### config.mk
export PLATFORM = sky130hd
export DESIGN_NAME = debug_tap
export DESIGN_NICKNAME = d
export VERILOG_FILES = /design/src/rtl/debug_tap_pkg.sv /design/src/rtl/debug_tap_capture.sv /design/src/rtl/debug_tap.sv
export SDC_FILE = /design/constraint.sdc
export NUM_CORES = 1
export LEC_CHECK = 0
export BUFFER_PORTS_ARGS = -buffer_cell sky130_fd_sc_hd__buf_2
export CORE_MARGIN = 2
export CORE_UTILIZATION = 50
export CTS_BUF_LIST = sky130_fd_sc_hd__clkbuf_4 sky130_fd_sc_hd__clkbuf_8
export DETAILED_ROUTE_END_ITERATION = 10
export PLACE_DENSITY_LB_ADDON = 0.1
export SETUP_SLACK_MARGIN = 0.05
export SLEW_MARGIN = 40
export SYNTH_ARGS = -nofsm -noshare
export SYNTH_HDL_FRONTEND = slang
export SYNTH_HIERARCHICAL = 1
export SYNTH_SLANG_ARGS = --single-unit
export TNS_END_PERCENT = 100
### constraint.sdc
create_clock -name clk -period 5.15 [get_ports clk]
set_input_delay 1.2875 -clock clk [delete_from_list [all_inputs] [get_ports clk]]
set_output_delay 1.2875 -clock clk [all_outputs]
set_load 0.05 [all_outputs]
### src/rtl/debug_tap_pkg.sv
// debug_tap_pkg: shared mode encoding and page-select width helper for debug_tap.
//   mode_e : 2-bit processing mode (LIVE, CAPTURE, COUNT, PEAK)
//   pg_w() : width of the page select, never narrower than 1 bit
package debug_tap_pkg;

    typedef enum logic [1:0] {
        MODE_LIVE    = 2'b00,
        MODE_CAPTURE = 2'b01,
        MODE_COUNT   = 2'b10,
        MODE_PEAK    = 2'b11
    } mode_e;

    function automatic int pg_w(input int npage);
        return (npage > 1) ? $clog2(npage) : 1;
    endfunction

endpackage

### src/rtl/debug_tap_capture.sv
// debug_tap_capture: capture register implementing the four observation modes.
//   clk, rst       : clock and synchronous active-high reset
//   s_i, v_i       : selected channel sample and its strobe
//   mode_i         : registered processing mode
//   clear_i        : clear (external clear or reconfiguration), beats freeze and strobes
//   freeze_i       : hold cap_o / cap_valid_o
//   cap_o          : capture register
//   cap_valid_o    : at least one update since the last clear or reset
module debug_tap_capture
    import debug_tap_pkg::*;
#(
    parameter int DATA_W = 32
) (
    input  logic              clk,
    input  logic              rst,
    input  logic [DATA_W-1:0] s_i,
    input  logic              v_i,
    input  mode_e             mode_i,
    input  logic              clear_i,
    input  logic              freeze_i,
    output logic [DATA_W-1:0] cap_o,
    output logic              cap_valid_o
);

    logic [DATA_W-1:0] cap_q, cap_d;
    logic              valid_q, valid_d;

    always_comb begin
        cap_d   = cap_q;
        valid_d = valid_q;
        if (clear_i) begin
            cap_d   = '0;
            valid_d = 1'b0;
        end else if (!freeze_i) begin
            case (mode_i)
                MODE_LIVE: begin
                    cap_d   = s_i;
                    valid_d = 1'b1;
                end
                MODE_CAPTURE: if (v_i) begin
                    cap_d   = s_i;
                    valid_d = 1'b1;
                end
                // Saturates at all-ones so a long event burst never wraps back to small values.
                MODE_COUNT: if (v_i) begin
                    cap_d   = (&cap_q) ? cap_q : cap_q + 1'b1;
                    valid_d = 1'b1;
                end
                // The first sample after a clear is always taken, whatever its value.
                MODE_PEAK: if (v_i) begin
                    cap_d   = (!valid_q || s_i > cap_q) ? s_i : cap_q;
                    valid_d = 1'b1;
                end
            endcase
        end
    end

    always_ff @(posedge clk) begin
        if (rst) begin
            cap_q   <= '0;
            valid_q <= 1'b0;
        end else begin
            cap_q   <= cap_d;
            valid_q <= valid_d;
        end
    end

    assign cap_o       = cap_q;
    assign cap_valid_o = valid_q;

endmodule

### src/rtl/debug_tap.sv
// debug_tap: selects a probe channel, processes it in one of four modes and shows one page on the LEDs.
//   clk, rst      : clock and synchronous active-high reset
//   ch_data_i     : packed probe data, channel i at [i*DATA_W +: DATA_W]
//   ch_valid_i    : per-channel sample strobe
//   ch_sel_i      : selected channel (out-of-range reads as s=0, v=0)
//   mode_i        : 00 LIVE, 01 CAPTURE, 10 COUNT, 11 PEAK
//   page_i        : OUT_W-wide page of the capture register to display
//   freeze_i      : hold the capture register
//   clear_i       : clear the capture register
//   led_o         : registered displayed page
//   cap_valid_o   : capture register updated since last clear/reset/reconfiguration
module debug_tap
    import debug_tap_pkg::*;
#(
    parameter int NUM_CH = 8,
    parameter int DATA_W = 32,
    parameter int OUT_W  = 16,
    parameter int SEL_W  = $clog2(NUM_CH),
    parameter int NPAGE  = DATA_W / OUT_W,
    parameter int PG_W   = pg_w(NPAGE)
) (
    input  logic                     clk,
    input  logic                     rst,
    input  logic [NUM_CH*DATA_W-1:0] ch_data_i,
    input  logic [NUM_CH-1:0]        ch_valid_i,
    input  logic [SEL_W-1:0]         ch_sel_i,
    input  logic [1:0]               mode_i,
    input  logic [PG_W-1:0]          page_i,
    input  logic                     freeze_i,
    input  logic                     clear_i,
    output logic [OUT_W-1:0]         led_o,
    output logic                     cap_valid_o
);

    logic [SEL_W-1:0]  sel_q;
    mode_e             mode_q;
    logic [OUT_W-1:0]  led_q, led_d;
    logic [DATA_W-1:0] s, cap;
    logic              v, reconfig;

    // Matching against each valid index leaves out-of-range selects at s=0, v=0.
    always_comb begin
        s = '0;
        v = 1'b0;
        for (int i = 0; i < NUM_CH; i++) begin
            if (ch_sel_i == SEL_W'(i)) begin
                s = ch_data_i[i*DATA_W +: DATA_W];
                v = ch_valid_i[i];
            end
        end
    end

    assign reconfig = (ch_sel_i != sel_q) || (mode_i != mode_q);

    // Pages at or beyond NPAGE display zero.
    always_comb begin
        led_d = '0;
        for (int p = 0; p < NPAGE; p++) begin
            if (page_i == PG_W'(p)) led_d = cap[p*OUT_W +: OUT_W];
        end
    end

    always_ff @(posedge clk) begin
        if (rst) begin
            sel_q  <= '0;
            mode_q <= MODE_LIVE;
            led_q  <= '0;
        end else begin
            sel_q  <= ch_sel_i;
            mode_q <= mode_e'(mode_i);
            led_q  <= led_d;
        end
    end

    debug_tap_capture #(.DATA_W(DATA_W)) u_capture (
        .clk         (clk),
        .rst         (rst),
        .s_i         (s),
        .v_i         (v),
        .mode_i      (mode_q),
        .clear_i     (clear_i | reconfig),
        .freeze_i    (freeze_i),
        .cap_o       (cap),
        .cap_valid_o (cap_valid_o)
    );

    assign led_o = led_q;

endmodule
* Yosys cells after proc, flatten, opt, wreduce, memory -nomap -nowiden *
Index checks and enable logic that the tools add are counted.
Widths: inputs -> output; s select.

word-level totals
  bits in registers = 54
  input port bits = 274
  output and inout port bits = 17

operators by class
  $add $sub $neg = 1
  order comparisons = 1
  eq/ne operators = 18
  mux-type cells = 25
  bitwise logic cells = 2
  reductions and logical operators = 10

operator list
  operator               count
  $mux 32                13
  $pmux 32 s4            1
  $add 32x1->32 const B  1
  $gt 32x32->1           1
  $reduce_and 32->1      1
  $mux 16                1
  $eq 3x3->1 const B     4
  $ne 2x1->1 const B     5
  $mux 1                 9
  $eq 3x2->1 const B     2
  $reduce_and 6->1       1
  $eq 2x2->1 const B     2
  $eq 3x1->1 const B     1
  $logic_not 3->1        1
  $ne 3x3->1             1
  $reduce_or 3->1        1
  $eq 2x1->1 const B     1
  $logic_not 2->1        1
  $logic_or 1x1->1       2
  $ne 2x2->1             1
  $ne 2x2->1 const B     1
  $pmux 1 s2             1
  $reduce_and 2->1       1
  $reduce_or 2->1        1
  3 further kinds        3

* Longest topological paths before layout *
  depth after elaboration = 14
  gate-level depth with buffers = 18
  gate-level depth less buffers = 13

* Modules after synthesis *
Netlist, hierarchy kept.

by module, submodules not included
  module             instances  cells each  area an instance (um^2)
  debug_tap          1          458         3450.8
  debug_tap_capture  1          398         3032.9

* Worst setup path after synthesis *
OpenSTA, ideal clock, no wires.

  path kind = input to register
  start = input ch_sel_i[1]
  end = register u_capture.cap_q[2], in the netlist u_capture/cap_o[2]
  arrival time = 4401 ps
  path slack = 662 ps
  stages on the path = 16
  cell sequence = buf_6 > nor2b_4 > buf_6 > buf_6 > a221oi_2 > a21oi_1 > o31a_1 > ha_1 > a21o_1 > nand3_1 > a21oi_1 > or4_1 > a311oi_2 > clkbuf_1 > o311ai_0 > o31ai_1

between the ends
  word-level cells in the longest chain between the ends = 13

RTL lines
  item                                   line                     text
  from (decl)                            debug_tap.sv:26          input logic [SEL_W-1:0] ch_sel_i,
  $logic_not 3->1                        debug_tap.sv:46          if (ch_sel_i == SEL_W'(i)) begin
  $mux 32 (7 in series)                  debug_tap.sv:46
  $mux 32 (*)                            debug_tap.sv:46
  net s[9]                               debug_tap.sv:38          logic [DATA_W-1:0] s, cap;
  $gt 32x32->1 (*)                       debug_tap_capture.sv:51  cap_d = (!valid_q || s_i > cap_q) ? s_i : cap_q;
  $logic_or 1x1->1 (*)                   debug_tap_capture.sv:51
  $ne 2x1->1 (no source line) (*)        n/a
  $reduce_and 6->1 (no source line) (*)  n/a
  to (signal assigned)                   debug_tap_capture.sv:63  cap_q <= cap_d;
  to (decl)                              debug_tap_capture.sv:25  logic [DATA_W-1:0] cap_q, cap_d;

Mark *: on every way through the listed nets, which the timed path passes. The rest lies on a longest branch. The select of a mux whose other input is x is not followed.
A chain may end at the register's enable or synchronous reset.

* Worst setup path after layout *
  start = input ch_sel_i[1]
  end = register u_capture.cap_q[11], in the netlist u_capture/cap_o[11]

Same word-level chain as after synthesis.

==> implementation parameters <==
Parameter                              Value

Outcome
  Result of the run ... complete, no violations

Power
  Leak Pwr ... 3.606 nW
  Final Power ... 1.267 mW
  PwrDens ... 155.1 nW/um2
  Maximum vdd drop ... 0.1124 mV

Final layout
  Final Instance Count excl. Fillers ... 1276
  Top library cells by usage in the layout, fill and taps aside ... 288 x sky130_fd_sc_hd__buf_2, 95 x sky130_fd_sc_hd__a21oi_1, 94 x sky130_fd_sc_hd__nand2_1
  Commonest non-fill, non-tap cell in the layout ... sky130_fd_sc_hd__buf_2
  Antenna cell count ... 0
  Filler cell count ... 1200
  Layout overhead on the synthesized area ... 25.92%
  Share of post-route cells with drive strength above 1 ... 0.3578
  Total Nets Final ... 1410

GRT
  Pin count of the biggest net entering global routing ... 57
  Total gr overflow ... 0
  Global-route usage over all layers ... 0.3421
  Initial antenna violation count ... 0
  Global-route wire length before repair ... 38830 um
  Number of global-route vias before repair ... 7508

Timing
  Post-route fraction of the period consumed by the critical path ... 0.9067
  Min Clock Period, post-route ... 4.669 ns
  Final total negative setup slack ... 0 ns
  Worst hold-check slack ... 0.5307 ns
  Worst-case clock skew ... 0.008535 ns
  Worst setup margin ... 0.4806 ns
  Number of pins with negative max-slew slack in the final report ... 0
  Max transition margin ... 0.4564
  RSZ-0062 raised after global routing ... false
  Transition at the pin with the smallest max-transition slack ... 0.8091 ns
  Final hold vios ... 0
  Number of setup violations in the final report ... 0
  Fmax ... 0.2142 GHz

Floorplanning
  Total die area ... 13890 um2
  Chip height ... 117.9 um
  Die W ... 117.9 um
  Total core area ... 12620 um2
  Standard-cell row count ... 41
  Initial Util ... 0.5138
  Num ports ... 291

Setup path
  CP Data Required Time ... 5.37 ns
  Critical path startpoint category ... primary input
  CP Data Arrival Time ... 4.89 ns
  Path type of the worst setup path ... primary input to flip-flop
  CP max FO ... 18
  Endpoint class of the critical path ... flip-flop

Routing
  Post-DRT Antenna Nets ... 0
  Detailed Routing Iterations Pass 1 ... 6
  Number of vias in the routed layout ... 7803
  Average wire length per cell after detail routing ... 19.45 um
  Drc violations ... 0
  Starting DRC count in detailed routing ... 723
  Final Routed Wirelength ... 24820 um
  Routed via count divided by cell count ... 6.115

Worst hold path
  Min-delay worst type ... flip-flop to flip-flop

Synthesis
  Sequential share of the synthesized area ... 0.1667
  Warnings, synthesis ... 6
  Main synth FF type ... sky130_fd_sc_hd__dfxtp_1
  FF+latch count, synth ... 54
  Count of cell types in the netlist ... 63
  Number of enable-type register cells in the synthesized netlist ... 0
  Cell types occupying the most area after synthesis ... sky130_fd_sc_hd__dfxtp_1 17%, sky130_fd_sc_hd__mux2i_1 13%, sky130_fd_sc_hd__a21oi_1 7.3%
  Yosys top cell area share ... 0.1667
  Post-synthesis average cell area ... 7.574 um2
  Cell type contributing the most total cell area after synthesis ... sky130_fd_sc_hd__dfxtp_1
  Total standard cell area after synthesis ... 6484 um2
  Async SR Flop Fraction ... 0
  Nets in the synthesized netlist ... 1163
  Cell count after synthesis ... 856

Placement
  Number of I/O port buffers ... 290
  HPWL after detailed placement ... 19560 um
  RD Place Congestion ... 0.9465
  Placed insts ... 1268
  Placement-stage worst setup slack ... 0.2287 ns

Clock tree
  CTS H-tree lvls ... 2
  Number of clock sinks seen by CTS ... 54
  Clock-pin slew on the worst setup and hold paths ... 0.10 ns
  Clock insertion delay at the later pin of the skew report ... 0.31 ns
  CTS Buf Count ... 5
  Count of hold-fix buffers inserted at cts ... 0
  CTS tree ... done
  Bufs on Longest Clock Path ... 2
  Post-CTS setup-driven buffer insertion count ... 0
  CTS root buffer ... sky130_fd_sc_hd__clkbuf_8
  Cells resized by post-CTS repair ... 0

Run
  Max-cap violations ... 0
## registers in the layout, summed over array words and instances (netlist names)
| signal | flops |
|---|---|
| u_capture/cap_o | 32 |
| sel_q | 3 |
| mode_q | 2 |
| u_capture/cap_valid_o | 1 |
| led_o | 16 |
## metrics by stage
stage	util	cell area (um2)
final	0.6469	8164
after global routing	0.6469	8164
after CTS	0.6469	8164
after detailed placement	0.6379	8050
after global placement	0.6375	8045
after floorplan	-	6484
## where the power goes
| part | switching, mW | internal [mW] | leakage (nW) | total, mW |
|---|---|---|---|---|
| logic | 0.289 | 0.251 | 3.12 | 0.540 |
| registers | 0.00331 | 0.420 | 0.436 | 0.424 |
| clock network | 0.152 | 0.151 | 0.0548 | 0.303 |
| total | 0.444 | 0.822 | 3.61 | 1.27 |
## worst paths after layout
check                                      startpoint                    end  slack [ns]  cells after the start
worst min register to register  u_capture/cap_valid_o  u_capture/cap_valid_o        0.53                      2
worst max-delay path                      ch_sel_i[1]    u_capture/cap_o[11]        0.48                     14
worst min-delay path            u_capture/cap_valid_o  u_capture/cap_valid_o        0.53                      2
worst max register to register    u_capture/cap_o[14]    u_capture/cap_o[11]        2.03                      9
## synthesized netlist by cell type, types with 27 or more instances
master,number
sky130_fd_sc_hd__o31a_1,27
sky130_fd_sc_hd__ha_1,33
sky130_fd_sc_hd__clkbuf_1,33
sky130_fd_sc_hd__a21oi_1,95
sky130_fd_sc_hd__o21ai_0,29
sky130_fd_sc_hd__nand2_1,94
sky130_fd_sc_hd__mux2i_1,83
sky130_fd_sc_hd__or2_2,29
sky130_fd_sc_hd__dfxtp_1,54
sky130_fd_sc_hd__nor2_1,53
sky130_fd_sc_hd__a22oi_1,31
sky130_fd_sc_hd__inv_1,32
## metal layers
layer	up-vias	global-route usage	wire (um)
li1	3733	-	-
met1	3547	0.4271	10040
met2	449	0.5847	11670
met3	74	0.05959	2072
met4	0	0.1325	1028
met5	-	0	0
## logic make-up (layout without fill, tap and decap cells)
family	after synthesis	count (layout)	synth area share
xor+xnor	5	5	0.006754
flops	54	54	0.1667
fa+ha+maj	33	33	0.06368
simple gates	273	273	0.2119
compound gates	300	300	0.3385
buf+inv	108	356	0.08433
mux	83	83	0.1281
## worst max-delay path, stage by stage
cell                      delay, ns
sky130_fd_sc_hd__buf_4         0.22
sky130_fd_sc_hd__buf_4         0.25
sky130_fd_sc_hd__buf_4         0.22
sky130_fd_sc_hd__mux2i_1       0.20
sky130_fd_sc_hd__or2_2         0.12
sky130_fd_sc_hd__a21oi_1       0.05
sky130_fd_sc_hd__o31a_1        0.32
sky130_fd_sc_hd__ha_1          0.33
sky130_fd_sc_hd__nand4_1       0.12
sky130_fd_sc_hd__nor4_1        0.39
sky130_fd_sc_hd__nor2b_1       0.25
sky130_fd_sc_hd__a311o_1       0.46
sky130_fd_sc_hd__nand2_4       0.29
sky130_fd_sc_hd__o221a_2       0.36
## final cells by class
class	count	area (um2)	share of cell area
Clock buffer	6	76.32	0.009349
Clock inverter	2	37.54	0.004598
Inverter	32	120.1	0.01471
Multi-Input combinational cell	694	4870	0.5965
Sequential cell	54	1081	0.1324
Tap cell	172	215.2	0.02636
Timing Repair Buffer	316	1764	0.2161
(Power assumes the default switching activity.)
